**src/rtl/uart_pkg.sv**
```systemverilog
// Shared definitions for the register-to-UART transmitter: serialiser state
// encoding, line-control characters and small constant helpers.
package uart_pkg;

  typedef enum logic [1:0] {
    ST_IDLE  = 2'd0,
    ST_START = 2'd1,
    ST_DATA  = 2'd2,
    ST_STOP  = 2'd3
  } tx_state_t;

  localparam logic [7:0] ASCII_CR = 8'h0D;
  localparam logic [7:0] ASCII_LF = 8'h0A;

  // Width of a counter that must hold 0..n-1, never narrower than one bit.
  function automatic int safe_clog2(input int n);
    return (n <= 2) ? 1 : $clog2(n);
  endfunction

  // Upper-case ASCII hex digit for one nibble.
  function automatic logic [7:0] hex_ascii(input logic [3:0] nib);
    return (nib < 4'd10) ? (8'h30 + {4'h0, nib}) : (8'h37 + {4'h0, nib});
  endfunction

endpackage

```
**src/rtl/uart_tx.sv**
```systemverilog
// 8N1-style serialiser: start bit, PAYLOAD_BITS data bits LSB first, stop bit.
// A new frame may be chained on the edge that ends the stop bit.
module uart_tx
  import uart_pkg::*;
#(
  parameter int CLK_HZ       = 100_000_000,
  parameter int BIT_RATE     = 9_600,
  parameter int PAYLOAD_BITS = 8
) (
  input  logic                    clk,
  input  logic                    rst,
  input  logic                    valid,
  input  logic [PAYLOAD_BITS-1:0] data,
  output logic                    busy,
  output logic                    frame_done,
  output logic                    txd
);

  localparam int CYCLES_PER_BIT = CLK_HZ / BIT_RATE;
  localparam int CNT_W          = safe_clog2(CYCLES_PER_BIT);
  localparam int IDX_W          = safe_clog2(PAYLOAD_BITS);
  localparam logic [CNT_W-1:0] CNT_LAST = CNT_W'(CYCLES_PER_BIT - 1);
  localparam logic [IDX_W-1:0] IDX_LAST = IDX_W'(PAYLOAD_BITS - 1);

  tx_state_t        state, state_n;
  logic [CNT_W-1:0] cnt, cnt_n;
  logic [IDX_W-1:0] bit_idx, bit_idx_n;
  logic             txd_n, busy_n;
  logic             bit_end;

  assign bit_end = (cnt == CNT_LAST);

  // NOTE: sequential state uses non-blocking assignments so every flop samples
  // pre-edge values; blocking here would create order-dependent simulation.
  always_ff @(posedge clk) begin
    if (rst) begin
      state   <= ST_IDLE;
      cnt     <= '0;
      bit_idx <= '0;
      txd     <= 1'b1;
      busy    <= 1'b0;
    end else begin
      state   <= state_n;
      cnt     <= cnt_n;
      bit_idx <= bit_idx_n;
      txd     <= txd_n;
      busy    <= busy_n;
    end
  end

  // NOTE: every output of this block is given a default first, so no path
  // leaves a variable unassigned and no latch is inferred.
  always_comb begin
    state_n    = state;
    cnt_n      = cnt;
    bit_idx_n  = bit_idx;
    txd_n      = txd;
    busy_n     = busy;
    frame_done = 1'b0;

    case (state)
      ST_IDLE: begin
        cnt_n     = '0;
        bit_idx_n = '0;
        txd_n     = 1'b1;
        busy_n    = 1'b0;
        if (valid) begin
          state_n = ST_START;
          txd_n   = 1'b0;
          busy_n  = 1'b1;
        end
      end

      // Data is not needed until the start bit ends, so the caller may load
      // its holding register on the same edge that starts the frame.
      ST_START: begin
        if (bit_end) begin
          cnt_n     = '0;
          bit_idx_n = '0;
          state_n   = ST_DATA;
          txd_n     = data[0];
        end else begin
          cnt_n = cnt + 1'b1;
        end
      end

      ST_DATA: begin
        if (bit_end) begin
          cnt_n = '0;
          if (bit_idx == IDX_LAST) begin
            state_n = ST_STOP;
            txd_n   = 1'b1;
          end else begin
            bit_idx_n = bit_idx + 1'b1;
            txd_n     = data[bit_idx_n];
          end
        end else begin
          cnt_n = cnt + 1'b1;
        end
      end

      ST_STOP: begin
        if (bit_end) begin
          cnt_n      = '0;
          frame_done = 1'b1;
          if (valid) begin
            state_n = ST_START;
            txd_n   = 1'b0;
          end else begin
            state_n = ST_IDLE;
            busy_n  = 1'b0;
          end
        end else begin
          cnt_n = cnt + 1'b1;
        end
      end

      default: begin
        state_n = ST_IDLE;
        txd_n   = 1'b1;
        busy_n  = 1'b0;
      end
    endcase
  end

endmodule

```
**src/rtl/reg_to_uart.sv**
```systemverilog
// Sends a register value over UART on each rising edge of send.
// Define REG_TO_UART_ASCII_EN to send the value as two hex digits plus CR/LF.
module reg_to_uart
  import uart_pkg::*;
#(
  parameter int CLK_HZ       = 100_000_000,
  parameter int BIT_RATE     = 9_600,
  parameter int PAYLOAD_BITS = 8
) (
  input  logic                    clk,
  input  logic                    rst,
  input  logic                    send,
  input  logic [PAYLOAD_BITS-1:0] data_in,
  output logic                    txd_pin,
  output logic                    busy
);

`ifdef REG_TO_UART_ASCII_EN
  localparam logic [1:0] LAST_FRAME = 2'd3;
`else
  localparam logic [1:0] LAST_FRAME = 2'd0;
`endif

  logic                    send_q;
  logic                    trigger, start, chain, tx_valid;
  logic                    tx_busy, frame_done;
  logic [PAYLOAD_BITS-1:0] data_q, tx_data;
  logic [1:0]              frame_idx;

  assign trigger  = send & ~send_q;
  assign start    = trigger & ~tx_busy;
  assign chain    = frame_done & (frame_idx != LAST_FRAME);
  assign tx_valid = start | chain;
  assign busy     = tx_busy;

  // send_q resets high so a send level held through reset is not an edge.
  always_ff @(posedge clk) begin
    if (rst) begin
      send_q    <= 1'b1;
      frame_idx <= '0;
    end else begin
      send_q <= send;
      if (start) begin
        frame_idx <= '0;
      end else if (chain) begin
        frame_idx <= frame_idx + 2'd1;
      end
    end
  end

  // NOTE: the data holding register has no reset; it is only read while a
  // frame is active, and that frame always loads it first.
  always_ff @(posedge clk) begin
    if (start) begin
      data_q <= data_in;
    end
  end

`ifdef REG_TO_UART_ASCII_EN
  if (PAYLOAD_BITS != 8) begin : g_bad_width
    $error("reg_to_uart: ASCII mode requires PAYLOAD_BITS == 8");
  end

  always_comb begin
    tx_data = ASCII_LF;
    case (frame_idx)
      2'd0:    tx_data = hex_ascii(data_q[7:4]);
      2'd1:    tx_data = hex_ascii(data_q[3:0]);
      2'd2:    tx_data = ASCII_CR;
      default: tx_data = ASCII_LF;
    endcase
  end
`else
  assign tx_data = data_q;
`endif

  uart_tx #(
    .CLK_HZ      (CLK_HZ),
    .BIT_RATE    (BIT_RATE),
    .PAYLOAD_BITS(PAYLOAD_BITS)
  ) u_tx (
    .clk       (clk),
    .rst       (rst),
    .valid     (tx_valid),
    .data      (tx_data),
    .busy      (tx_busy),
    .frame_done(frame_done),
    .txd       (txd_pin)
  );

endmodule

```
**config.mk**
```make
export PLATFORM = sky130hd
export DESIGN_NAME = reg_to_uart
export DESIGN_NICKNAME = d
export VERILOG_FILES = /design/src/rtl/uart_pkg.sv /design/src/rtl/uart_tx.sv /design/src/rtl/reg_to_uart.sv
export SDC_FILE = /design/constraint.sdc
export NUM_CORES = 1
export LEC_CHECK = 0
export ABC_AREA = 1
export BUFFER_PORTS_ARGS = -buffer_cell sky130_fd_sc_hd__buf_4
export CELL_PAD_IN_SITES_DETAIL_PLACEMENT = 1
export CELL_PAD_IN_SITES_GLOBAL_PLACEMENT = 2
export CORE_UTILIZATION = 30
export CTS_CLUSTER_DIAMETER = 30
export DETAILED_ROUTE_END_ITERATION = 16
export PLACE_DENSITY = 0.69
export SYNTH_ARGS = -nofsm -noshare
export SYNTH_HDL_FRONTEND = slang
export SYNTH_HIERARCHICAL = 1
export SYNTH_SLANG_ARGS = --single-unit
```
**constraint.sdc**
```tcl
create_clock -name clk -period 2.15 [get_ports clk]
set_input_delay 0.215 -clock clk [delete_from_list [all_inputs] [get_ports clk]]
set_output_delay 0.215 -clock clk [all_outputs]
set_load 0.1 [all_outputs]
```
==> key figures <==
Outcome
  • Status: complete, no violations

Place
  • Placed Cells incl. Taps: approximately 280
  • Dpl cell area: around 0.0018 mm²
  • Detail Placement HPWL: ~2.6 mm
  • Port bufs: 12
  • Final RePlAce weighted congestion: roughly 0.78

Setup path
  • Kind of start point of the critical path: register
  • CP Data Arrival Time: around 2200 ps
  • Critical path type: register to register
  • Cell depth of the worst flop-to-flop path: 15
  • R2R Path End: u_tx/state[0]
  • Critical path capture point type: register
  • Crit-path max FO: 5
  • RR Startpoint: u_tx/cnt[0]
  • Reg2reg setup slack: 200 ps
  • WP data required: between 2000 and 2500 ps

Cells and area
  • Ant. Diodes: 0
  • Final design utilization: between 30% and 40%
  • Area grow syn2layout: 17.2%
  • Fillers: 640
  • Share of layout cells above drive strength 1: a little over a fifth
  • Fin area: ~0.0019 mm²
  • Finished Layout Cells: 290
  • Most common cell after layout, fill and taps aside: nand2_1
  • Most frequent cells in the layout: nand2_1 (42), inv_1 (29), dfxtp_1 (24), nand3_1 (19), nor2_1 (15)
  • Nets: 239

Logic synthesis
  • Register bit total from synthesis: 32
  • Syn_nets: between 200 and 250
  • Synthesized area per cell: roughly 8 µm²
  • Post-synthesis sequential area ratio: about 45%
  • Netlist cell types: 27
  • Post-synth top area share: between 20% and 30%
  • Syn Std Cell Area: about 0.0016 mm²
  • Mapped Cells: ~200
  • Top post-synthesis cells by area: dfxtp_1 (30%), edfxtp_1 (15%), nand2_1 (9.8%)
  • Ys Warns: 6
  • Synth area leader: dfxtp_1

Global route
  • Grt total ovfl: 0
  • Total global-route track usage: between 10% and 20%
  • First-pass GRT wire length: about 5.9 mm
  • Largest net degree at the start of global routing: 14
  • Initial antenna violation count: 0
  • Vias in the first global route: 1316

Timing
  • Fin. Hold Viols: 0
  • Worst-margin pin slew: approximately 320 ps
  • RSZ-0062 raised after global routing: no
  • Worst clock skew: approximately 8.2 ps
  • Worst relative slew slack: between 70% and 80%
  • Final setup viols: 0
  • Slew Limit Fails: 0
  • Setup_tns: 0 ps
  • FMAX: between 500 and 600 MHz
  • Fin crit period: approximately 1900 ps
  • Final Cycle Share: about nine tenths

Clock tree
  • Hold buffer count at CTS: 0
  • CTS buffer count: 5
  • CTS tree: done
  • Setup Fix Bufs, Post-CTS: 0
  • H-Tree Depth: 2
  • Clock sinks: 32
  • Root Buffer Master: clkbuf_8
  • Clock Pin Slew Worst Setup and Hold Paths: about 70 ps
  • Clk_lat worst skew: ~280 ps
  • Clock tree buffer depth: 2

Floorplanning
  • Row Count: 26
  • Initial Utilization: a little under a third
  • Die height: about 75 µm
  • Chip width: 75.3 µm
  • Boundary pin count: 13
  • Die area: approximately 0.0057 mm²
  • Core box area: 0.00514 mm²

Routing
  • Iteration-0 DRC count of the detailed router: 22
  • Wire per inst: between 10 and 15 µm
  • DRC: 0
  • TritonRoute pass-1 iters: 4
  • Vias: 1302
  • Antenna-violating nets left: 0
  • Drt total wl: around 3.4 mm
  • Mean number of vias per cell: ~4.5

Min path
  • Hold path start: data_in[6]
  • Worst Hold Endpoint: data_q[6]
  • Worst hold path type: primary input to register
  • Hold Path Depth: 1

Run
  • Maxcap violations: 0

Power
  • PwrDens: 822 mW/mm²
  • Maximum VDD drop: 0.289 mV
  • Tot Pwr: about 1.6 mW
  • Leak: 0.792 nW
-- cell type report --
cell class                      instances  area (µm²)  area share, %
Tap cell                               70        87.6           4.64
Sequential cell                        32         721           38.2
Clock buffer                            5        68.8           3.65
Timing Repair Buffer                   12        90.1           4.77
Clock inverter                          3        18.8          0.995
Inverter                               32         120           6.37
Multi-Input combinational cell        136         781           41.4
-- metal layers --
| metal | global-route usage [%] | part of all wire (%) |
|---|---|---|
| met1 | 16.4 | 45 |
| met2 | 24.5 | 50 |
| met3 | 4.02 | 2.8 |
| met4 | 6.17 | 1.8 |
| met5 | 0 | 0 |
-- kinds of logic (layout without fill, tap and decap cells) --
family / Yosys count / count (layout) / share of synthesized area [%]
AOI/OAI and AO/OA: 14 / 14 / 4.74
xor gates and xnor gates: 5 / 5 / 2.72
adders and majority gates: 9 / 9 / 6.99
buffers and inverters: 33 / 52 / 7.93
DFF: 32 / 32 / 44.8
and+or+nand+nor: 108 / 108 / 32.9
-- synth_stat cells, drive strengths merged --
cell / number
nand3: 20
nand3b: 1
nand4: 4
clkinv: 1
o211ai: 1
and2: 1
nor2: 24
a21oi: 9
nor4: 1
ha: 9
o21ai: 4
nor3: 5
xor2: 4
xnor2: 1
or2: 3
buf: 1
nand2: 49
edfxtp: 8
dfxtp: 24
inv: 31
-- sequential cells by signal (all words and copies together), names as in the netlist --
name,flops
data_q,8
frame_idx,2
send_q,1
u_tx/bit_idx,3
u_tx/busy,1
u_tx/cnt,14
u_tx/state,2
u_tx/txd,1
-- stage by stage --
step           setup WS, ps  hold WS [ps]
2_1_floorplan           199           284
3_3_place_gp            232           393
3_5_place_dp           77.1           395
4_1_cts                55.9          87.9
5_1_grt                6.82          75.6
6_report                203           101
-- critical path: stages (launching register included) --
cell and delay (ps):
dfxtp_1 330, ha_1 210, nand2_1 70, inv_2 50
nand2_1 100, nor2_2 60, nand3b_4 120, nor2_4 50
nand2_2 80, nand2_1 80, or2_2 320, nand2_1 70
inv_1 50, nand2_1 80, nand2_1 60, a21oi_1 140
-- worst max-delay path by stage --
stage | start | end | slack [ps] | cells after the start
6_report | u_tx/cnt[0] | u_tx/state[0] | 200 | 15
5_1_grt | u_tx/cnt[0] | u_tx/state[0] | 7 | 14
4_1_cts | u_tx/cnt[0] | u_tx/state[0] | 60 | 15
3_5_place_dp | u_tx/cnt[0] | u_tx/state[0] | 80 | 15
3_3_place_gp | u_tx/cnt[0] | u_tx/state[0] | 230 | 15
2_1_floorplan | u_tx/busy | u_tx/state[0] | 200 | 9
-- what timing repair did --
item | in CTS | in global routing
hold endpoints to repair | 0 | 0
setup endpoints to repair | 0 | 4
gates resized for setup | 0 | 4
-- where the power goes --
group          switching [mW]  leakage, nW  total, mW  internal [mW]
Combinational           0.280        0.477      0.400          0.119
Clock                   0.234       0.0479      0.460          0.225
Sequential             0.0355        0.268      0.692          0.656
Total                   0.550        0.792       1.55           1.00
(Power assumes the default switching activity.)
